## src/rtl/argmin_stream_pkg.sv

```systemverilog
// argmin_stream shared package: sizing helpers and second-minimum merge.
// Imported by the lane tree and the streaming top.
package argmin_pkg;

  localparam int MAXW = 32;

  typedef logic [MAXW-1:0] wval_t;

  function automatic int clog2(input int n);
    int r;
    for (r = 0; (1 << r) < n; r++) begin
    end
    return r;
  endfunction

  function automatic int cwidth(input int n);
    return (n <= 1) ? 1 : clog2(n);
  endfunction

  function automatic int beats(input int nk, input int l);
    return nk / l;
  endfunction

  // Second-smallest of the union of two (min, second) pairs.
  function automatic wval_t min2_merge(
    input wval_t amin,
    input wval_t asec,
    input wval_t bmin,
    input wval_t bsec
  );
    wval_t hi;
    wval_t lo;
    hi = (amin > bmin) ? amin : bmin;
    lo = (asec < bsec) ? asec : bsec;
    return (hi < lo) ? hi : lo;
  endfunction

endpackage

```

## src/rtl/argmin_stream_if.sv

```systemverilog
// argmin_stream handshake bundle: input beat stream and result stream.
// slave = the reducer, master = the producer/consumer side.
interface argmin_stream_if #(
  parameter int VALUE_WIDTH = 8,
  parameter int KEY_WIDTH   = 7,
  parameter int LANES       = 4
);
  logic                         in_valid;
  logic                         in_ready;
  logic [LANES*VALUE_WIDTH-1:0] in_vals;
  logic                         out_valid;
  logic                         out_ready;
  logic [VALUE_WIDTH-1:0]       out_min_val;
  logic [KEY_WIDTH-1:0]         out_min_key;
  logic [VALUE_WIDTH-1:0]       out_sec_val;

  modport slave (
    input  in_valid, in_vals, out_ready,
    output in_ready, out_valid,
    output out_min_val, out_min_key, out_sec_val
  );

  modport master (
    output in_valid, in_vals, out_ready,
    input  in_ready, out_valid,
    input  out_min_val, out_min_key, out_sec_val
  );
endinterface

```

## src/rtl/argmin_lane_tree.sv

```systemverilog
// argmin_lane_tree: binary min tree over one beat with second-min tracking.
// vals_i: LANES costs; min_o/key_o (local lane)/sec_o: beat result.
module argmin_lane_tree
  import argmin_pkg::*;
#(
  parameter int VALUE_WIDTH = 8,
  parameter int LANES       = 4,
  parameter int LW          = cwidth(LANES)
) (
  input  logic [LANES*VALUE_WIDTH-1:0] vals_i,
  output logic [VALUE_WIDTH-1:0]       min_o,
  output logic [LW-1:0]                key_o,
  output logic [VALUE_WIDTH-1:0]       sec_o
);

  localparam int P = 1 << clog2(LANES);

  // Heap-ordered nodes: root at 1, leaves at P..2P-1.
  // Padding leaves are all ones, the identity for both min and second.
  logic [VALUE_WIDTH-1:0] nmin [2*P];
  logic [VALUE_WIDTH-1:0] nsec [2*P];
  logic [LW-1:0]          nkey [2*P];

  always_comb begin
    for (int n = 0; n < 2*P; n++) begin
      nmin[n] = '1;
      nsec[n] = '1;
      nkey[n] = '0;
    end
    for (int i = 0; i < LANES; i++) begin
      nmin[P+i] = vals_i[i*VALUE_WIDTH +: VALUE_WIDTH];
      nkey[P+i] = LW'(i);
    end
    for (int n = P - 1; n >= 1; n--) begin
      // Right child wins only when strictly smaller: lower lane keeps ties.
      if (nmin[2*n+1] < nmin[2*n]) begin
        nmin[n] = nmin[2*n+1];
        nkey[n] = nkey[2*n+1];
      end else begin
        nmin[n] = nmin[2*n];
        nkey[n] = nkey[2*n];
      end
      nsec[n] = VALUE_WIDTH'(min2_merge(
        wval_t'(nmin[2*n]), wval_t'(nsec[2*n]),
        wval_t'(nmin[2*n+1]), wval_t'(nsec[2*n+1])));
    end
  end

  assign min_o = nmin[1];
  assign key_o = nkey[1];
  assign sec_o = nsec[1];

endmodule

```

## src/rtl/argmin_stream.sv

```systemverilog
// argmin_stream: per-pixel min cost, its disparity and second-min cost.
// clk/rst_n plain; bus (slave) carries input beats and the result.
module argmin_stream
  import argmin_pkg::*;
#(
  parameter int VALUE_WIDTH = 8,
  parameter int KEY_WIDTH   = 7,
  parameter int NUM_KEYS    = 64,
  parameter int LANES       = 4
) (
  input logic            clk,
  input logic            rst_n,
  argmin_stream_if.slave bus
);

  localparam int BEATS = beats(NUM_KEYS, LANES);
  localparam int CW    = cwidth(BEATS);
  localparam int LW    = cwidth(LANES);

  if (LANES < 1) begin : g_bad_lanes
    $error("LANES must be at least 1");
  end
  if (NUM_KEYS % LANES != 0) begin : g_bad_split
    $error("NUM_KEYS must be a multiple of LANES");
  end
  if ((1 << KEY_WIDTH) < NUM_KEYS) begin : g_bad_key
    $error("KEY_WIDTH too small for NUM_KEYS");
  end
  if (VALUE_WIDTH > MAXW) begin : g_bad_val
    $error("VALUE_WIDTH exceeds merge width");
  end

  logic [VALUE_WIDTH-1:0] b_min;
  logic [VALUE_WIDTH-1:0] b_sec;
  logic [LW-1:0]          b_lkey;
  logic [KEY_WIDTH-1:0]   b_key;

  logic [CW-1:0]          beat_cnt_q, beat_cnt_d;
  logic [VALUE_WIDTH-1:0] acc_min_q, acc_min_d;
  logic [VALUE_WIDTH-1:0] acc_sec_q, acc_sec_d;
  logic [KEY_WIDTH-1:0]   acc_key_q, acc_key_d;
  logic [VALUE_WIDTH-1:0] out_min_q, out_min_d;
  logic [VALUE_WIDTH-1:0] out_sec_q, out_sec_d;
  logic [KEY_WIDTH-1:0]   out_key_q, out_key_d;
  logic                   out_valid_q, out_valid_d;

  logic [VALUE_WIDTH-1:0] m_min;
  logic [VALUE_WIDTH-1:0] m_sec;
  logic [KEY_WIDTH-1:0]   m_key;

  logic in_ready;
  logic in_fire;
  logic out_fire;
  logic is_first;
  logic is_last;

  argmin_lane_tree #(
    .VALUE_WIDTH(VALUE_WIDTH),
    .LANES      (LANES),
    .LW         (LW)
  ) u_tree (
    .vals_i(bus.in_vals),
    .min_o (b_min),
    .key_o (b_lkey),
    .sec_o (b_sec)
  );

  assign in_ready = !out_valid_q || bus.out_ready;
  assign in_fire  = bus.in_valid && in_ready;
  assign out_fire = out_valid_q && bus.out_ready;
  assign is_first = (beat_cnt_q == '0);
  assign is_last  = (beat_cnt_q == CW'(BEATS - 1));

  assign b_key = KEY_WIDTH'(int'(beat_cnt_q) * LANES + int'(b_lkey));

  // Beat result merged into the running accumulator.
  always_comb begin
    m_min = b_min;
    m_key = b_key;
    m_sec = b_sec;
    if (!is_first) begin
      if (b_min < acc_min_q) begin
        m_min = b_min;
        m_key = b_key;
      end else begin
        m_min = acc_min_q;
        m_key = acc_key_q;
      end
      m_sec = VALUE_WIDTH'(min2_merge(
        wval_t'(acc_min_q), wval_t'(acc_sec_q),
        wval_t'(b_min), wval_t'(b_sec)));
    end
  end

  always_comb begin
    beat_cnt_d  = beat_cnt_q;
    acc_min_d   = acc_min_q;
    acc_sec_d   = acc_sec_q;
    acc_key_d   = acc_key_q;
    out_min_d   = out_min_q;
    out_sec_d   = out_sec_q;
    out_key_d   = out_key_q;
    out_valid_d = out_valid_q;
    if (out_fire) begin
      out_valid_d = 1'b0;
    end
    if (in_fire) begin
      beat_cnt_d = is_last ? '0 : beat_cnt_q + CW'(1);
      acc_min_d  = m_min;
      acc_sec_d  = m_sec;
      acc_key_d  = m_key;
      if (is_last) begin
        out_min_d   = m_min;
        out_sec_d   = m_sec;
        out_key_d   = m_key;
        out_valid_d = 1'b1;
      end
    end
  end

  always_ff @(posedge clk or negedge rst_n) begin
    if (!rst_n) begin
      beat_cnt_q  <= '0;
      acc_min_q   <= '0;
      acc_sec_q   <= '0;
      acc_key_q   <= '0;
      out_min_q   <= '0;
      out_sec_q   <= '0;
      out_key_q   <= '0;
      out_valid_q <= 1'b0;
    end else begin
      beat_cnt_q  <= beat_cnt_d;
      acc_min_q   <= acc_min_d;
      acc_sec_q   <= acc_sec_d;
      acc_key_q   <= acc_key_d;
      out_min_q   <= out_min_d;
      out_sec_q   <= out_sec_d;
      out_key_q   <= out_key_d;
      out_valid_q <= out_valid_d;
    end
  end

  assign bus.in_ready    = in_ready;
  assign bus.out_valid   = out_valid_q;
  assign bus.out_min_val = out_min_q;
  assign bus.out_min_key = out_key_q;
  assign bus.out_sec_val = out_sec_q;

endmodule
```

## src/flat_wrapper.sv

```systemverilog
// flat-port wrapper written by rule: the top's interface ports become plain ports
module argmin_stream_flat import argmin_pkg::*;
#(
  parameter int VALUE_WIDTH = 8,
  parameter int KEY_WIDTH   = 7,
  parameter int NUM_KEYS    = 64,
  parameter int LANES       = 4
)
  (clk, rst_n, bus_in_valid, bus_in_vals, bus_out_ready, bus_in_ready, bus_out_valid, bus_out_min_val, bus_out_min_key, bus_out_sec_val);
  argmin_stream_if #(.VALUE_WIDTH(VALUE_WIDTH), .KEY_WIDTH(KEY_WIDTH), .LANES(LANES)) bus_i ();
  input logic clk;
  input logic rst_n;
  input wire logic [$bits(bus_i.in_valid)-1:0] bus_in_valid;
  input wire logic [$bits(bus_i.in_vals)-1:0] bus_in_vals;
  input wire logic [$bits(bus_i.out_ready)-1:0] bus_out_ready;
  output wire logic [$bits(bus_i.in_ready)-1:0] bus_in_ready;
  output wire logic [$bits(bus_i.out_valid)-1:0] bus_out_valid;
  output wire logic [$bits(bus_i.out_min_val)-1:0] bus_out_min_val;
  output wire logic [$bits(bus_i.out_min_key)-1:0] bus_out_min_key;
  output wire logic [$bits(bus_i.out_sec_val)-1:0] bus_out_sec_val;
  assign bus_i.in_valid = bus_in_valid;
  assign bus_i.in_vals = bus_in_vals;
  assign bus_i.out_ready = bus_out_ready;
  assign bus_in_ready = bus_i.in_ready;
  assign bus_out_valid = bus_i.out_valid;
  assign bus_out_min_val = bus_i.out_min_val;
  assign bus_out_min_key = bus_i.out_min_key;
  assign bus_out_sec_val = bus_i.out_sec_val;
  argmin_stream #(.VALUE_WIDTH(VALUE_WIDTH), .KEY_WIDTH(KEY_WIDTH), .NUM_KEYS(NUM_KEYS), .LANES(LANES)) u_core (.clk(clk), .rst_n(rst_n), .bus(bus_i));
endmodule
```

## config.mk

```make
export PLATFORM = sky130hd
export DESIGN_NAME = argmin_stream_flat
export DESIGN_NICKNAME = d
export VERILOG_FILES = /design/src/rtl/argmin_stream_pkg.sv /design/src/rtl/argmin_stream_if.sv /design/src/rtl/argmin_lane_tree.sv /design/src/rtl/argmin_stream.sv /design/src/flat_wrapper.sv
export SDC_FILE = /design/constraint.sdc
export NUM_CORES = 1
export LEC_CHECK = 0
export BUFFER_PORTS_ARGS = -buffer_cell sky130_fd_sc_hd__clkbuf_2
export CORE_UTILIZATION = 60
export DETAILED_ROUTE_END_ITERATION = 8
export PLACE_DENSITY_LB_ADDON = 0.05
export SETUP_SLACK_MARGIN = 0.02
export SYNTH_ARGS = -nofsm -noshare
export SYNTH_HDL_FRONTEND = slang
export SYNTH_SLANG_ARGS = --single-unit
```

## constraint.sdc

```tcl
create_clock -name clk -period 5.5 [get_ports clk]
set_clock_uncertainty 0.1 [all_clocks]
set_input_delay 0 -clock clk [delete_from_list [all_inputs] [get_ports clk]]
set_output_delay 0 -clock clk [all_outputs]
set_load 0.02 [all_outputs]
```

==> results.sh, run 1 <==
export IMPL_run_status="did not finish"
export IMPL_haltStage="clock tree synthesis (4_1_cts)"
export IMPL_error_line="[ERROR DPL-0038] Utilization greater than 100%, impossible to legalize"
export IMPL_start_util_pct=62.93
export IMPL_ys_ff_latch=51
export IMPL_synth_edf_count=0
export IMPL_htreeDepth=2
export IMPL_synth_top_area_cell="dfrtp_1"
export IMPL_rows=32
export IMPL_ys_types=59
export IMPL_port_buffers=60
export IMPL_post_dp_hpwl_mm=15.06
export IMPL_placed_cells=960
export IMPL_synthesis_nets=713
export IMPL_synth_top_area_share_pct=25.84
export IMPL_ys_warn_count=0
export IMPL_ios=61
export IMPL_seq_area_frac_synth_pct=25.84
export IMPL_numCtsBuffers=5
export IMPL_cts_path_max_buffers=2
export IMPL_die_x_um=92.73
export IMPL_synth_area_per_cell_um2=7.978
export IMPL_fp_dieH_um=92.73
export IMPL_synth_area_top_cells="dfrtp_1, ha_1, a21oi_1"
export IMPL_synth_area_um2=4938
export IMPL_root_buffer="clkbuf_8"
export IMPL_ys_dominant_reg_cell="dfrtp_1"
export IMPL_cts_resized_gates=113
export IMPL_gp_congestion=1.013
export IMPL_postCtsSetupBuffers=26
export IMPL_hold_buffers=3
export IMPL_syn_inst=619
export IMPL_async_flop_share_pct=100.0
export IMPL_clkSinkCount=51
export IMPL_pre_cts_ws_ns=-3.725
synthesized netlist by cell type, types with 3 or more instances:
library cell	instances
clkbuf_1	16
and3_1	4
nor2_1	60
o22ai_1	3
o211ai_1	7
ha_1	58
nor2b_1	7
and2_1	5
a21o_1	12
mux2i_1	33
o31ai_1	9
dfrtp_1	51
nand2b_1	6
a221o_1	3
nand3_1	13
o21a_1	10
a211oi_1	5
or2_2	3
and2_4	3
inv_1	54
nand2_1	60
a211o_1	5
o21ai_1	5
nand4_1	7
o21ai_0	52
mux2_2	16
a21oi_1	69
o311ai_0	4
cells by family after synthesis:
logic type / share of synthesized area (%)
compound gates: 27.03
buf+inv: 5.675
flops: 25.84
simple gates: 16.04
xor+xnor: 0.1774
mux: 10.34
fa+ha+maj: 14.90
through the flow:
stage | instance area, um2 | setup TNS [ns]
floorplan | 5266 | -41.75
global placement | 7083 | -61.82
detailed placement | 7083 | -83.09
==> run 2, diff against run 1 <==
--- a/config.mk
+++ b/config.mk
@@ -6,10 +6,9 @@
 export NUM_CORES = 1
 export LEC_CHECK = 0
 export BUFFER_PORTS_ARGS = -buffer_cell sky130_fd_sc_hd__clkbuf_2
-export CORE_UTILIZATION = 60
+export CORE_UTILIZATION = 40
 export DETAILED_ROUTE_END_ITERATION = 8
-export PLACE_DENSITY_LB_ADDON = 0.05
-export SETUP_SLACK_MARGIN = 0.02
+export PLACE_DENSITY_LB_ADDON = 0.15
 export SYNTH_ARGS = -nofsm -noshare
 export SYNTH_HDL_FRONTEND = slang
 export SYNTH_SLANG_ARGS = --single-unit
==> results.sh, run 2 <==
export IMPL_worstMarginPinSlew_ns=0.8258
export IMPL_setup_viol=16
export IMPL_fin_crit_sh_pct=149.0
export IMPL_first_pass_iters=5
export IMPL_synth_top_area_cell="dfrtp_1"
export IMPL_post_dp_hpwl_mm=12.74
export IMPL_p_leak_nw=4.155
export IMPL_ys_ff_latch=51
export IMPL_cts_tree="built"
export IMPL_min_path_cells=3
export IMPL_avgRoutedWirePerCell_um=16.23
export IMPL_area_delta_synth_final_pct=69.70
export IMPL_synth_area_per_cell_um2=7.978
export IMPL_synthesis_nets=713
export IMPL_fmax_ghz=0.1220
export IMPL_drcViolationCount=0
export IMPL_dr_first_iter_drc_count=276
export IMPL_ys_warn_count=0
export IMPL_fin_crit_ns=8.198
export IMPL_cp_slowest_stage_delay_ns=0.43
export IMPL_cts_path_max_buffers=2
export IMPL_fill_cells=938
export IMPL_run_status="finished with violations"
export IMPL_clkSinkCount=51
export IMPL_start_util_pct=41.11
export IMPL_rr_worst_depth=19
export IMPL_grt_pass1_vias=5579
export IMPL_final_setup_tns_ns=-42.17
export IMPL_core_area_um2=12010
export IMPL_via_per_inst=5.338
export IMPL_worst_slack_ns=-2.698
export IMPL_grt_usage_pct=26.40
export IMPL_crit_buf_inv=7
export IMPL_ys_types=59
export IMPL_ir_drop_mv=0.6002
export IMPL_vias=5706
export IMPL_hp_class="input pin to register"
export IMPL_synth_commonest_cells="a21oi_1, nand2_1, nor2_1"
export IMPL_regArea_um2=1276
export IMPL_gp_congestion=0.9328
export IMPL_cp_slowest_cell="or3_4"
export IMPL_die_area_um2=12800
export IMPL_drv_cap=0
export IMPL_grt_pass1_wl_mm=27.09
export IMPL_hold_viol_final=0
export IMPL_root_buffer="clkbuf_16"
export IMPL_grt_max_degree=52
export IMPL_synth_top_area_share_pct=25.84
export IMPL_crit_path_frequent_cell="ha_4"
export IMPL_crit_path_end_kind="register"
export IMPL_synth_edf_count=0
export IMPL_multiInputGateArea_um2=4207
export IMPL_htreeDepth=2
export IMPL_routed_wirelength_mm=17.35
export IMPL_start_kind="input pin"
export IMPL_finalMaxSlewViolations=0
export IMPL_synth_area_top_cells="dfrtp_1, ha_1, a21oi_1"
export IMPL_worst_ep_arrival_time_ns=8.28
export IMPL_layout_common_cells="buf_4, nand2_1, clkbuf_2, nor2_1, dfrtp_1"
export IMPL_layout_nets=1015
export IMPL_rsz0062_at_grt="yes"
export IMPL_cp_top_family="compound AO/OA/AOI/OAI gates"
export IMPL_drive_gt1_share_pct=49.24
export IMPL_path_class="input pin to register"
export IMPL_ios=61
export IMPL_dpl_instance_area_um2=7102
export IMPL_antenna_found_initial=0
export IMPL_layout_commonest_cell="buf_4"
export IMPL_port_buffers=60
export IMPL_rows=40
export IMPL_fp_dieH_um=113.1
export IMPL_clk_latency_ns=0.29
export IMPL_die_x_um=113.1
export IMPL_fin_area_um2=8381
export IMPL_hold_ws_ns=0.2131
export IMPL_crit_fanout=7
export IMPL_ant_nets=0
export IMPL_crit_required_ns=5.59
export IMPL_n_antenna_cell=0
export IMPL_ys_dominant_reg_cell="dfrtp_1"
export IMPL_powerDensity_nw_per_um2=653.5
export IMPL_seq_area_frac_synth_pct=25.84
export IMPL_synth_most_common_cell="a21oi_1"
export IMPL_numCtsBuffers=5
export IMPL_total_power_mw=5.476
export IMPL_synth_area_um2=4938
export IMPL_slew_headroom_pct=44.95
export IMPL_critical_path_depth=46
export IMPL_syn_inst=619
export IMPL_async_flop_share_pct=100.0
export IMPL_grt_ovfl_total=0
export IMPL_cts_clk_slew_worst_paths_ns=0.07
export IMPL_violations="setup timing"
-- run 2: worst paths after layout --
kind	startpoint	to	slack [ns]
hold reg to reg	u_core.acc_key_q[4]$_DFFE_PN0P_	u_core.acc_key_q[4]$_DFFE_PN0P_	0.38
setup reg to reg	u_core.acc_sec_q[2]$_DFFE_PN0P_	u_core.bus.out_sec_val[7]$_DFFE_PN0P_	1.46
max in group asynchronous	rst_n	u_core.acc_sec_q[0]$_DFFE_PN0P_	4.60
hold / removal	bus_in_valid	u_core.acc_sec_q[0]$_DFFE_PN0P_	0.21
min in group asynchronous	rst_n	u_core.acc_key_q[1]$_DFFE_PN0P_	0.25
setup / recovery	bus_in_vals[13]	u_core.bus.out_sec_val[7]$_DFFE_PN0P_	-2.70
-- run 2: routing by layer --
layer	global-route usage (%)	vias up	part of all wire [%]
met2	44.38	106	48
met5	0	-	0
met3	3.535	22	3.7
li1	-	2849	-
met1	36.60	2729	47
met4	4.474	0	1.2
-- run 2: worst reg2reg max path, cell delays in order, from the launching register on --
cell      delay (ns)
dfrtp_1         0.46
ha_4            0.27
a21o_1          0.19
a21oi_2         0.16
nor2_1          0.07
nor2_1          0.11
nand2_2         0.09
nor2_4          0.14
and2_4          0.18
o311ai_4        0.09
o211ai_4        0.12
buf_6           0.13
mux2_4          0.31
ha_4            0.22
a21o_1          0.19
a211oi_2        0.29
nand3_2         0.16
o21a_4          0.29
and2_4          0.16
o31ai_2         0.22
-- run 2: layout make-up --
cell class              count  area share (%)
clock inverters             3          0.5524
multi-input cells         495           50.19
flip-flops and latches     51           15.23
repair buffers            314           27.80
clock buffers               5           1.493
inverters                  54           2.538
well taps                 147           2.195
-- run 2: through the flow --
| step | instances | setup WS, ns | util, % |
|---|---|---|---|
| floorplan | 619 | -2.667 | - |
| global placement | 1000 | -3.168 | 59.13 |
| detailed placement | 1000 | -3.497 | 59.13 |
| CTS | 1054 | -2.518 | 66.03 |
| global route | 1069 | -3.049 | 69.77 |
| finish | 1069 | -2.698 | 69.77 |
-- run 2: logic make-up after synthesis --
logic type	after synthesis	synth area share, %
fa+ha+maj	59	14.90
xor+xnor	1	0.1774
simple gates	175	16.04
flops	51	25.84
buf+inv	74	5.675
mux	49	10.34
compound gates	210	27.03
-- run 2: power by group --
part | internal (mW) | switching, mW
Combinational | 2.26 | 2.20
Clock | 0.216 | 0.146
Sequential | 0.532 | 0.125
-- run 2: what timing repair did --
item	4_1_cts	5_1_grt
setup endpoints to repair	45	46
resized for setup	52	74
pin swaps	27	20
hold buffers	2	0
hold endpoints to repair	52	0
cloned	1	0
buffers inserted	43	15
Note: power is estimated with default switching activity, not from simulation.
==> run 3, diff against run 2 <==
--- a/config.mk
+++ b/config.mk
@@ -6,7 +6,9 @@
 export NUM_CORES = 1
 export LEC_CHECK = 0
 export BUFFER_PORTS_ARGS = -buffer_cell sky130_fd_sc_hd__clkbuf_2
-export CORE_UTILIZATION = 40
+export CELL_PAD_IN_SITES_DETAIL_PLACEMENT = 1
+export CELL_PAD_IN_SITES_GLOBAL_PLACEMENT = 2
+export CORE_UTILIZATION = 35
 export DETAILED_ROUTE_END_ITERATION = 8
 export PLACE_DENSITY_LB_ADDON = 0.15
 export SYNTH_ARGS = -nofsm -noshare
==> results.sh, run 3 (same netlist as run 2, synthesis figures left out) <==
export IMPL_fp_dieH_um=120.8
export IMPL_p_leak_nw=4.205
export IMPL_crit_required_ns=5.58
export IMPL_rows=43
export IMPL_critical_path_depth=48
export IMPL_die_x_um=120.8
export IMPL_crit_buf_inv=9
export IMPL_grt_pass1_wl_mm=35.36
export IMPL_violations="setup timing"
export IMPL_via_per_inst=5.726
export IMPL_cts_path_max_buffers=2
export IMPL_ant_nets=0
export IMPL_fmax_ghz=0.1173
export IMPL_min_path_cells=4
export IMPL_worstMarginPinSlew_ns=0.8897
export IMPL_crit_path_frequent_cell="ha_4"
export IMPL_stdcell_count=1106
export IMPL_n_antenna_cell=0
export IMPL_avgRoutedWirePerCell_um=22.19
export IMPL_drv_cap=0
export IMPL_setup_viol=45
export IMPL_drcViolationCount=0
export IMPL_r2r_slack_ns=1.54
export IMPL_ios=61
export IMPL_hp_class="input pin to register"
export IMPL_htreeDepth=2
export IMPL_grt_pass1_vias=6747
export IMPL_regToRegEndpoint="u_core.bus.out_sec_val[0]$_DFFE_PN0P_"
export IMPL_total_power_mw=5.717
export IMPL_layout_commonest_cell="buf_4"
export IMPL_routed_wirelength_mm=24.54
export IMPL_rr_worst_depth=20
export IMPL_hold_start="bus_in_valid"
export IMPL_post_dp_hpwl_mm=14.92
export IMPL_cp_slowest_cell="or3_4"
export IMPL_crit_path_end_kind="register"
export IMPL_core_area_um2=13830
export IMPL_hold_viol_final=0
export IMPL_die_area_um2=14590
export IMPL_placed_cells=1035
export IMPL_drive_gt1_share_pct=52.16
export IMPL_cts_clk_slew_worst_paths_ns=0.07
export IMPL_fin_crit_sh_pct=155.0
export IMPL_worst_ep_arrival_time_ns=8.60
export IMPL_grt_usage_pct=31.28
export IMPL_first_pass_iters=5
export IMPL_worst_slack_ns=-3.025
export IMPL_hold_path_end="u_core.beat_cnt_q[1]$_DFFE_PN0P_"
export IMPL_slew_headroom_pct=40.68
export IMPL_gp_congestion=0.8765
export IMPL_cp_slowest_stage_delay_ns=0.43
export IMPL_start_kind="input pin"
export IMPL_cp_top_family="compound AO/OA/AOI/OAI gates"
export IMPL_layout_nets=1019
export IMPL_cts_tree="built"
export IMPL_start_util_pct=35.72
export IMPL_crit_fanout=7
export IMPL_r2r_start="u_core.acc_sec_q[5]$_DFFE_PN0P_"
export IMPL_layout_common_cells="buf_4, clkbuf_2, nand2_1, nor2_1, dfrtp_1"
export IMPL_ir_drop_mv=0.5796
export IMPL_path_class="input pin to register"
export IMPL_run_status="finished with violations"
export IMPL_powerDensity_nw_per_um2=657.4
export IMPL_numCtsBuffers=5
export IMPL_dr_first_iter_drc_count=398
export IMPL_clkSinkCount=51
export IMPL_area_delta_synth_final_pct=76.11
export IMPL_port_buffers=60
export IMPL_fill_cells=1571
export IMPL_grt_max_degree=52
export IMPL_root_buffer="clkbuf_16"
export IMPL_rsz0062_at_grt="yes"
export IMPL_clk_latency_ns=0.30
export IMPL_finalMaxSlewViolations=0
export IMPL_antenna_found_initial=0
export IMPL_vias=6333
export IMPL_fin_crit_ns=8.525
export IMPL_grt_ovfl_total=0
run 3: worst max path at each step:
stage	from	endpoint	slack [ns]
2_1_floorplan	bus_in_vals[17]	u_core.acc_sec_q[4]$_DFFE_PN0P_	-2.67
3_3_place_gp	bus_in_vals[9]	u_core.acc_sec_q[0]$_DFFE_PN0P_	-3.18
3_5_place_dp	bus_in_vals[9]	u_core.bus.out_sec_val[6]$_DFFE_PN0P_	-3.71
4_1_cts	bus_in_vals[9]	u_core.bus.out_sec_val[6]$_DFFE_PN0P_	-2.67
5_1_grt	bus_in_vals[31]	u_core.bus.out_sec_val[0]$_DFFE_PN0P_	-3.33
6_report	bus_in_vals[25]	u_core.bus.out_sec_val[0]$_DFFE_PN0P_	-3.03
run 3: final cells by class:
type / instances / area [um2] / area share, %
clock inverters: 3 / 26.28 / 0.3021
flip-flops and latches: 51 / 1276 / 14.67
clock buffers: 5 / 125.1 / 1.439
inverters: 54 / 212.7 / 2.446
well taps: 180 / 225.2 / 2.590
multi-input cells: 495 / 4320 / 49.68
repair buffers: 318 / 2511 / 28.87
run 3: where the power goes:
group          leakage [nW]  switching, mW  internal, mW
clock                0.0748          0.167         0.174
combinational          3.48           2.38          2.32
sequential            0.652          0.140         0.532
run 3: what timing repair did:
| action | 4_1_cts | 5_1_grt |
|---|---|---|
| cloned | 6 | 0 |
| setup buffers | 41 | 16 |
| gates resized for setup | 145 | 36 |
| pin swaps | 45 | 29 |
| endpoints found under the setup margin | 45 | 46 |
| hold buffers | 2 | 0 |
| endpoints found under the hold margin | 52 | 0 |
run 3: metal layers:
| metal | GRT usage [%] | routed length, um | part of all wire [%] | up-vias |
|---|---|---|---|---|
| met3 | 4.528 | 1079 | 4.4 | 60 |
| li1 | - | - | - | 2855 |
| met1 | 38.59 | 10120 | 41 | 3220 |
| met5 | 0 | 0 | 0 | - |
| met4 | 8.642 | 639 | 2.6 | 0 |
| met2 | 56.29 | 12710 | 52 | 198 |
run 3: through the flow:
stage                     cell area (um2)  TNS, ns  worst slack (ns)  util (%)  hold slack (ns)
after floorplan                      5265   -41.75            -2.667         -          -0.3956
after global placement               7171   -72.32            -3.183     51.86          0.06269
after detailed placement             7171   -84.27            -3.715     51.86          0.08215
after CTS                            8403   -45.85            -2.675     60.77           0.2149
after global routing                 8697   -68.28            -3.329     62.90           0.2647
final                                8697   -56.16            -3.025     62.90           0.2283
run 3: tightest hold or removal path, stage by stage:
cell and delay (ns):
clkbuf_2 0.09, and2_1 0.30, nand2_1 0.13, o21ai_0 0.06
==> run 4, diff against run 3 <==
--- a/config.mk
+++ b/config.mk
@@ -10,7 +10,7 @@
 export CELL_PAD_IN_SITES_GLOBAL_PLACEMENT = 2
 export CORE_UTILIZATION = 35
 export DETAILED_ROUTE_END_ITERATION = 8
-export PLACE_DENSITY_LB_ADDON = 0.15
+export PLACE_DENSITY = 0.83
 export SYNTH_ARGS = -nofsm -noshare
 export SYNTH_HDL_FRONTEND = slang
 export SYNTH_SLANG_ARGS = --single-unit
==> results.sh, run 4 (same netlist as run 2, synthesis figures left out) <==
export IMPL_hp_class="input pin to async pin"
export IMPL_p_leak_nw=4.270
export IMPL_die_x_um=120.8
export IMPL_cts_path_max_buffers=2
export IMPL_hold_viol_final=0
export IMPL_crit_fanout=6
export IMPL_cts_tree="built"
export IMPL_drcViolationCount=2
export IMPL_drive_gt1_share_pct=52.29
export IMPL_area_delta_synth_final_pct=79.55
export IMPL_grt_pass1_vias=7212
export IMPL_worst_slack_ns=-3.632
export IMPL_start_kind="input pin"
export IMPL_port_buffers=60
export IMPL_clkSinkCount=51
export IMPL_fp_dieH_um=120.8
export IMPL_htreeDepth=2
export IMPL_stdcell_count=1117
export IMPL_grt_ovfl_total=0
export IMPL_root_buffer="clkbuf_16"
export IMPL_die_area_um2=14590
export IMPL_cts_clk_slew_worst_paths_ns=0.07
export IMPL_worst_ep_arrival_time_ns=9.25
export IMPL_via_per_inst=6.379
export IMPL_grt_pass1_wl_mm=39.21
export IMPL_grt_usage_pct=34.89
export IMPL_fin_crit_ns=9.132
export IMPL_numCtsBuffers=5
export IMPL_core_area_um2=13830
export IMPL_n_antenna_cell=0
export IMPL_fmax_ghz=0.1095
export IMPL_run_status="finished with violations"
export IMPL_total_power_mw=6.232
export IMPL_crit_path_end_kind="register"
export IMPL_gp_congestion=0.9430
export IMPL_finalMaxSlewViolations=0
export IMPL_violations="DRC, setup timing"
export IMPL_slew_headroom_pct=35.75
export IMPL_avgRoutedWirePerCell_um=28.10
export IMPL_start_util_pct=35.72
export IMPL_fin_crit_sh_pct=166.0
export IMPL_dpl_instance_area_um2=7306
export IMPL_crit_buf_inv=11
export IMPL_crit_required_ns=5.62
export IMPL_path_class="input pin to register"
export IMPL_clk_latency_ns=0.32
export IMPL_setup_viol=46
export IMPL_powerDensity_nw_per_um2=702.8
export IMPL_ir_drop_mv=0.4460
export IMPL_final_setup_tns_ns=-81.10
export IMPL_crit_path_frequent_cell="buf_4"
export IMPL_fin_area_um2=8867
export IMPL_dr_first_iter_drc_count=609
export IMPL_cp_top_family="compound AO/OA/AOI/OAI gates"
export IMPL_first_pass_iters=7
export IMPL_routed_wirelength_mm=31.39
export IMPL_layout_nets=1030
export IMPL_cp_slowest_cell="mux2i_2"
export IMPL_cp_slowest_stage_delay_ns=0.47
export IMPL_ios=61
export IMPL_layout_commonest_cell="buf_4"
export IMPL_rsz0062_at_grt="yes"
export IMPL_layout_common_cells="buf_4, nand2_1, dfrtp_1, nor2_1, clkbuf_2"
export IMPL_grt_max_degree=52
export IMPL_ant_nets=0
export IMPL_vias=7125
export IMPL_placed_cells=1048
export IMPL_antenna_found_initial=0
export IMPL_rows=43
export IMPL_worstMarginPinSlew_ns=0.9637
export IMPL_drv_cap=0
export IMPL_post_dp_hpwl_mm=15.43
-- run 4: changes by cell type in the layout (fill, tap and decap cells not counted), sizes merged --
cell,change
bufinv,+1
buf,+20
inv,-1
clkbuf,-9
clkinv,-1
o21a,+1
-- run 4: cell type report --
cell class	instances	area, um2
Clock buffer	6	138.9
Sequential cell	51	1276
Inverter	54	225.2
Timing Repair Buffer	328	2584
Tap cell	180	225.2
Fill cell	1551	4960
Clock inverter	2	38.79
Multi-Input combinational cell	496	4379
-- run 4: final timing paths --
kind	start	endpoint	slack, ns	cells past startpoint
max in group asynchronous	rst_n	u_core.acc_sec_q[1]$_DFFE_PN0P_	4.56	3
min reg2reg	u_core.bus.out_min_val[2]$_DFFE_PN0P_	u_core.bus.out_min_val[2]$_DFFE_PN0P_	0.39	2
min	rst_n	u_core.acc_key_q[1]$_DFFE_PN0P_	0.26	3
max reg2reg	u_core.acc_sec_q[6]$_DFFE_PN0P_	u_core.bus.out_sec_val[7]$_DFFE_PN0P_	1.10	18
max	bus_in_vals[29]	u_core.bus.out_sec_val[7]$_DFFE_PN0P_	-3.63	45
min in group clk	bus_in_valid	u_core.acc_sec_q[0]$_DFFE_PN0P_	0.32	3
-- run 4: where the power goes --
part	internal, mW	switching [mW]
Combinational	2.33	2.81
Sequential	0.532	0.167
Clock	0.229	0.162
-- run 4: stage by stage --
| stage | util, % | hold WS (ns) | setup WS, ns |
|---|---|---|---|
| 2_1_floorplan | - | -0.3956 | -2.667 |
| 3_3_place_gp | 52.84 | 0.05225 | -3.110 |
| 3_5_place_dp | 52.84 | 0.06514 | -3.624 |
| 4_1_cts | 59.73 | 0.2247 | -2.524 |
| 5_1_grt | 64.13 | 0.2993 | -3.814 |
| 6_report | 64.13 | 0.2612 | -3.632 |
-- run 4: layer usage --
layer	track usage, %	wire, um	vias to the layer above
met5	0	0	-
met2	61.42	14600	544
met1	39.95	11720	3468
li1	-	-	2877
met4	18.67	2675	0
met3	6.274	2391	236
-- run 4: timing repair --
item	in CTS	in global routing
buffers inserted	31	26
pin swaps	34	40
hold endpoints to repair	52	0
setup endpoints to repair	46	46
cloned	3	0
gates resized for setup	100	95
hold buffers	2	0
-- run 4: worst min-delay path, stage by stage --
cell           delay [ns]
dlygate4sd3_1        0.52
clkbuf_2             0.09
buf_4                0.56
